==> src/rtl/fb_pkg.sv <==
// Shared framebuffer constants and types.
//
// Used by the framebuffer writer and by the drawing blocks (erase, sprite
// draw, score draw) that produce the pixel-plot stream. It holds the screen
// geometry, the field widths, the pixel record and the linear-address helper.
package fb_pkg;

  localparam int SCREEN_W = 160;
  localparam int SCREEN_H = 120;
  localparam int X_W      = 8;
  localparam int Y_W      = 7;
  localparam int ADDR_W   = 15;
  localparam int COLOR_W  = 3;

  typedef struct packed {
    logic [X_W-1:0]     x;
    logic [Y_W-1:0]     y;
    logic [COLOR_W-1:0] c;
  } pixel_t;

  // Linear address y*160 + x. 160 = 128 + 32, so two shifts and two adds
  // replace a multiplier. The result fits in 15 bits (max 119*160+159 = 19199).
  function automatic logic [ADDR_W-1:0] fb_addr(input logic [X_W-1:0] x,
                                                input logic [Y_W-1:0] y);
    logic [ADDR_W-1:0] x_ext;
    logic [ADDR_W-1:0] y_ext;
    x_ext = {{(ADDR_W-X_W){1'b0}}, x};
    y_ext = {{(ADDR_W-Y_W){1'b0}}, y};
    return (y_ext << 7) + (y_ext << 5) + x_ext;
  endfunction

endpackage

==> src/rtl/pixel_fifo.sv <==
// Synchronous FIFO of pixel_t records.
//
// Ports:
//   clk_i    - clock, all state updates on the rising edge
//   reset_i  - synchronous active-high reset; empties the FIFO
//   push_i   - write data_i at the tail (ignored when full)
//   data_i   - pixel to write
//   pop_i    - drop the head entry (ignored when empty)
//   data_o   - head entry, valid whenever empty_o is 0
//   full_o   - count == DEPTH
//   empty_o  - count == 0
//   count_o  - number of stored entries
//
// DEPTH must be a power of two, so the pointers wrap naturally.
module pixel_fifo
  import fb_pkg::*;
#(
  parameter int DEPTH = 4,
  localparam int PTR_W = $clog2(DEPTH),
  localparam int CNT_W = PTR_W + 1
) (
  input  logic             clk_i,
  input  logic             reset_i,
  input  logic             push_i,
  input  pixel_t           data_i,
  input  logic             pop_i,
  output pixel_t           data_o,
  output logic             full_o,
  output logic             empty_o,
  output logic [CNT_W-1:0] count_o
);

  pixel_t           mem_q [DEPTH];
  logic [PTR_W-1:0] wr_ptr_q, wr_ptr_d;
  logic [PTR_W-1:0] rd_ptr_q, rd_ptr_d;
  logic [CNT_W-1:0] count_q, count_d;
  logic             do_push, do_pop;

  assign full_o  = (count_q == CNT_W'(DEPTH));
  assign empty_o = (count_q == '0);
  assign count_o = count_q;
  assign data_o  = mem_q[rd_ptr_q];

  assign do_push = push_i && !full_o;
  assign do_pop  = pop_i && !empty_o;

  always_comb begin
    wr_ptr_d = wr_ptr_q;
    rd_ptr_d = rd_ptr_q;
    count_d  = count_q;
    if (do_push) wr_ptr_d = wr_ptr_q + 1'b1;
    if (do_pop)  rd_ptr_d = rd_ptr_q + 1'b1;
    // A simultaneous push and pop leaves the occupancy unchanged.
    case ({do_push, do_pop})
      2'b10:   count_d = count_q + 1'b1;
      2'b01:   count_d = count_q - 1'b1;
      default: count_d = count_q;
    endcase
  end

  always_ff @(posedge clk_i) begin
    if (reset_i) begin
      wr_ptr_q <= '0;
      rd_ptr_q <= '0;
      count_q  <= '0;
    end else begin
      wr_ptr_q <= wr_ptr_d;
      rd_ptr_q <= rd_ptr_d;
      count_q  <= count_d;
    end
  end

  // Storage carries no reset: an entry is only read after it was written.
  always_ff @(posedge clk_i) begin
    if (do_push) mem_q[wr_ptr_q] <= data_i;
  end

endmodule

==> src/rtl/framebuffer_writer.sv <==
// Framebuffer writer: receiving end of the pixel-plot stream.
//
// Pixels (x, y, colour) arrive over a valid/ready handshake and are buffered
// in a small FIFO. The head pixel is range-checked; on-screen pixels become a
// single-cycle write (mem_addr = y*160 + x, mem_data = colour) held in one
// output register stage with mem_ready back-pressure. Off-screen pixels are
// discarded and counted in a saturating 8-bit counter.
//
// Ports:
//   clk, reset          - clock and synchronous active-high reset
//   in_x, in_y, in_c    - incoming pixel column, row and colour
//   in_valid, in_ready  - input handshake (push when both high)
//   mem_addr, mem_data  - framebuffer write address and colour
//   mem_we, mem_ready   - write strobe and memory acceptance
//   idle                - FIFO empty and no pending write
//   drop_count          - saturating count of discarded off-screen pixels
//
// COLOR_W must equal fb_pkg::COLOR_W, since the buffered pixel record uses it.
module framebuffer_writer #(
  parameter int SCREEN_W   = 160,
  parameter int SCREEN_H   = 120,
  parameter int FIFO_DEPTH = 4,
  parameter int COLOR_W    = 3
) (
  input  logic               clk,
  input  logic               reset,
  input  logic [7:0]         in_x,
  input  logic [6:0]         in_y,
  input  logic [COLOR_W-1:0] in_c,
  input  logic               in_valid,
  output logic               in_ready,
  output logic [14:0]        mem_addr,
  output logic [COLOR_W-1:0] mem_data,
  output logic               mem_we,
  input  logic               mem_ready,
  output logic               idle,
  output logic [7:0]         drop_count
);
  import fb_pkg::*;

  localparam int CNT_W = $clog2(FIFO_DEPTH) + 1;
  localparam logic [X_W-1:0] X_LIMIT = X_W'(SCREEN_W);
  localparam logic [Y_W-1:0] Y_LIMIT = Y_W'(SCREEN_H);

  pixel_t             in_pix;
  pixel_t             head_pix;
  logic               fifo_full;
  logic               fifo_empty;
  logic [CNT_W-1:0]   fifo_count;
  logic               push;
  logic               pop;
  logic               adv;
  logic               on_screen;

  logic [ADDR_W-1:0]  addr_q, addr_d;
  logic [COLOR_W-1:0] data_q, data_d;
  logic               we_q, we_d;
  logic [7:0]         drop_q, drop_d;

  function automatic logic [7:0] sat_inc8(input logic [7:0] v);
    return (v == 8'hFF) ? v : v + 8'd1;
  endfunction

  assign in_pix = '{x: in_x, y: in_y, c: in_c};

  // in_ready depends only on registered occupancy (and reset), never on
  // mem_ready, so a full FIFO refuses input even on a cycle it also pops.
  assign in_ready = !reset && !fifo_full;
  assign push     = in_valid && in_ready;

  pixel_fifo #(
    .DEPTH(FIFO_DEPTH)
  ) u_fifo (
    .clk_i  (clk),
    .reset_i(reset),
    .push_i (push),
    .data_i (in_pix),
    .pop_i  (pop),
    .data_o (head_pix),
    .full_o (fifo_full),
    .empty_o(fifo_empty),
    .count_o(fifo_count)
  );

  // ---- FIFO head -> output register ----
  // The output stage advances when it holds no write or the memory takes it.
  // A pixel pushed into an empty FIFO is not bypassed; it is popped next edge.
  assign adv       = !we_q || mem_ready;
  assign pop       = adv && !fifo_empty;
  assign on_screen = (head_pix.x < X_LIMIT) && (head_pix.y < Y_LIMIT);

  always_comb begin
    addr_d = addr_q;
    data_d = data_q;
    we_d   = we_q;
    drop_d = drop_q;
    if (adv) begin
      if (!fifo_empty) begin
        if (on_screen) begin
          addr_d = fb_addr(head_pix.x, head_pix.y);
          data_d = head_pix.c;
          we_d   = 1'b1;
        end else begin
          we_d   = 1'b0;
          drop_d = sat_inc8(drop_q);
        end
      end else begin
        // Nothing to issue: address and data keep their last values.
        we_d = 1'b0;
      end
    end
  end

  always_ff @(posedge clk) begin
    if (reset) begin
      addr_q <= '0;
      data_q <= '0;
      we_q   <= 1'b0;
      drop_q <= '0;
    end else begin
      addr_q <= addr_d;
      data_q <= data_d;
      we_q   <= we_d;
      drop_q <= drop_d;
    end
  end

  // ---- outputs ----
  assign mem_addr   = addr_q;
  assign mem_data   = data_q;
  assign mem_we     = we_q;
  assign drop_count = drop_q;
  assign idle       = (fifo_count == '0) && !we_q;

endmodule
==> config.mk <==
export PLATFORM = sky130hd
export DESIGN_NAME = framebuffer_writer
export DESIGN_NICKNAME = d
export VERILOG_FILES = /design/src/rtl/fb_pkg.sv /design/src/rtl/pixel_fifo.sv /design/src/rtl/framebuffer_writer.sv
export SDC_FILE = /design/constraint.sdc
export NUM_CORES = 1
export LEC_CHECK = 0
export BUFFER_PORTS_ARGS = -buffer_cell sky130_fd_sc_hd__buf_2
export CORE_MARGIN = 2
export CORE_UTILIZATION = 53
export CTS_CLUSTER_SIZE = 10
export DETAILED_ROUTE_END_ITERATION = 16
export PLACE_DENSITY_LB_ADDON = 0.1
export REMOVE_ABC_BUFFERS = 1
export SYNTH_ARGS = -nofsm -noshare
export SYNTH_HDL_FRONTEND = slang
export SYNTH_SLANG_ARGS = --single-unit
==> constraint.sdc <==
create_clock -name clk -period 4.3 [get_ports clk]
set_input_delay 1.075 -clock clk [delete_from_list [all_inputs] [get_ports clk]]
set_output_delay 1.075 -clock clk [all_outputs]
set_load 0.03 [all_outputs]
==> impl_results.md <==
* Slew headroom at 0.368
* Via count of the first global-routing pass at between 2k and 2.5k
* Syn Area/Cell at 15.0 µm²
* Setup crit end kind: register
* Gate count after technology mapping at 307
* Area growth from synthesis to layout at 11.5%
* Post-CTS sizing at 0
* Count of endpoints failing hold in the final timing report at 0
* HPWL after detailed placement at 5.12 mm
* Post-synth top area share at 0.470
* Final net count at 404
* Post-route clock skew at a little over 0.009 ns
* Die extent in y at between 90 and 100 µm
* Floorplan die width at slightly below 100 µm
* Fin crit period at roughly 3.3 ns
* Internal reg-to-reg setup slack at between 1 and 1.5 ns
* Crit path launch type: register
* Aggregate routed wire length at 7.55 mm
* Peak supply drop at 0.282 mV
* Total global-route track usage at 0.169
* Biggest fanout along the worst timing path at 8
* Worst path setup slack after routing at approximately 1.0 ns
* Status: completed
* Setup WS pre-CTS at 1.03 ns
* Register-to-Register Path Depth at 9
* Clock-pin slew on the worst setup and hold paths at 0.10 ns
* Initial detailed-routing violation count at 111
* Critical path class: reg -> reg
* Total area of multi-input combinational cells at roughly 1600 µm²
* Final weighted congestion in routability-driven placement at approximately 0.75
* Async set-or-reset flop fraction in the synthesized netlist at 0
* Path category of the worst min-delay check: reg -> reg
* Footprint of the flip-flops and latches at between 2000 and 3000 µm²
* Unrepaired setup endpoints after global routing: no
* Required time of the critical path at 4.59 ns
* Total power density per cell area at 627 nW/µm²
* Largest cells by area after synthesis: edfxtp_1 (47%), dfxtp_1 (16%), mux4_2 (8.8%)
* Filler cells at around 640
* Setup-violating endpoint count in the final report at 0
* Routed wire per std cell at 16.1 µm
* Buffers from clock root to sink, at most at 2
* Drt via density at 5.40
* Initial cell density of the core at 0.554
* Share of synthesized area occupied by flip-flops and latches at 0.627
* Final routed DRC violation total at 0
* Highest clock rate at 307 MHz
* I/O pins at 51
* Worst EP arrival at 3.55 ns
* Antenna diode count at 0
* First-pass GRT wire length at 12.5 mm
* Leading cell type by number of instances after synthesis: edfxtp_1
* Count of input and output buffers at 50
* Count of H-tree levels built during CTS at 3
* Setup_tns at 0 ns
* Maximum Capacitance Violations at 0
* Flop and latch count out of synthesis at 108
* Commonest cells post-synth: edfxtp_1 (72), dfxtp_1 (36), nor2_1 (32), ha_1 (19), mux4_2 (18)
* Largest net degree at the start of global routing at 40
* Hold Worst Slack at approximately 0.45 ns
* Cell count of the worst hold path at 2
* Ratio of cells with drive above 1 in the final layout at 0.263
* Placeable Area at 8300 µm²
* Ratio of final minimum period to clock period at 0.756
* 1st-pass router iterations at 4
* Netlist area before placement at roughly 4600 µm²
* Clock latency of the later-clocked register in the worst-skew pair at 0.36 ns
* Initial antenna violation count at 0
* Most frequently used flop master after synthesis: edfxtp_1
* Leakage power at 1.97 nW
* Root Buffer: clkbuf_8
* Warnings, synthesis at 0
* Hold buffer count at CTS at 0
* Number of buffers inserted by post-CTS setup repair at 0
* Number of buffers inserted during clock tree synthesis at 9
* Worst Max-Slew Pin Slew at 0.948 ns
* Grt total ovfl at 0
* Total via count in the routed design at 2,539
* Post-synth EDFFs at between 70 and 80
* Remaining number of nets flagged by the antenna check after routing at 0
* Number of placement rows at 33
* Biggest area consumer among synthesized cells: edfxtp_1
* Full die area at 9440 µm²
* Clock Sink Count at 108
* Distinct cells, synth at 44
* Final max-slew violation count at 0
* CTS tree: built
cells in the final DEF (no fill, tap or decap), types with 3 or more instances in the layout:
| master | instances |
|---|---|
| fa_1 | 3 |
| edfxtp_1 | 72 |
| xnor2_1 | 7 |
| nor2_1 | 32 |
| mux4_2 | 18 |
| mux2i_1 | 13 |
| a21oi_1 | 10 |
| or3_1 | 3 |
| clkbuf_8 | 9 |
| inv_1 | 16 |
| and3_1 | 6 |
| buf_2 | 50 |
| a211oi_1 | 3 |
| nand4_1 | 3 |
| nor2b_1 | 4 |
| dfxtp_1 | 36 |
| xor2_1 | 5 |
| a211o_1 | 3 |
| ha_1 | 19 |
| nand2_1 | 7 |
| o21ai_0 | 5 |
| buf_4 | 4 |
| nand3_1 | 5 |
kinds of logic after synthesis:
family / after synthesis / share of synthesized area
adder cells (fa/ha/maj): 22 / 0.0647
multiplexers: 34 / 0.125
flip-flops: 108 / 0.627
AO/OA/AOI/OAI: 34 / 0.0511
XOR/XNOR: 12 / 0.0228
AND/OR/NAND/NOR: 69 / 0.0791
buffers and inverters: 28 / 0.0302
per-stage QoR:
stage / util / cell area, µm² / instances / power [mW]
finish: 0.618 / 5130 / 470 / 3.21
global route: 0.618 / 5130 / 470 / 3.44
CTS: 0.618 / 5130 / 470 / 3.25
detailed placement: 0.594 / 4930 / 454 / 2.63
global placement: 0.594 / 4930 / 454 / 2.62
floorplan: - / 4520 / 295 / 2.32
report_power, final:
group / switching (mW) / total [mW] / internal [mW]
Combinational: 0.743 / 1.30 / 0.555
Clock: 0.346 / 0.620 / 0.275
Sequential: 0.0712 / 1.30 / 1.23
Total: 1.16 / 3.21 / 2.05
final timing paths:
path                                    from           end
worst max-delay path                register  mem_addr[12]
worst min-delay path            mem_addr[10]  mem_addr[10]
worst max register to register      register  mem_addr[12]
worst min register to register  mem_addr[10]  mem_addr[10]
critical path, cell delays in order (launching register included):
cell,delay (ns)
dfxtp_1,0.60
buf_4,0.27
mux4_2,0.58
ha_1,0.31
ha_1,0.35
nor2b_1,0.16
o31a_1,0.26
o31a_1,0.26
a211o_1,0.27
a21oi_1,0.13
flip-flops by register name, indices dropped and copies added (netlist names), named ones only:
| signal | cells |
|---|---|
| drop_count | 8 |
| u_fifo.mem_q | 72 |
| mem_addr | 15 |
| u_fifo.wr_ptr_q | 2 |
| u_fifo.count_o | 3 |
| mem_we | 1 |
| u_fifo.rd_ptr_q | 2 |
| mem_data | 3 |
layer usage:
metal,GRT usage,wire length [µm],up-vias
li1,-,-,1248
met4,0.0618,91,0
met1,0.223,3470,1240
met5,0,0,-
met2,0.281,3730,45
met3,0.0338,250,6
area by class of cell:
cell class                      instances  area share
Clock buffer                            9      0.0241
Multi-Input combinational cell        171       0.308
Clock inverter                          7      0.0144
Inverter                               16      0.0117
Tap cell                              105      0.0256
Sequential cell                       108       0.562
Timing Repair Buffer                   54      0.0546
Power figures use the tool's default switching activity.
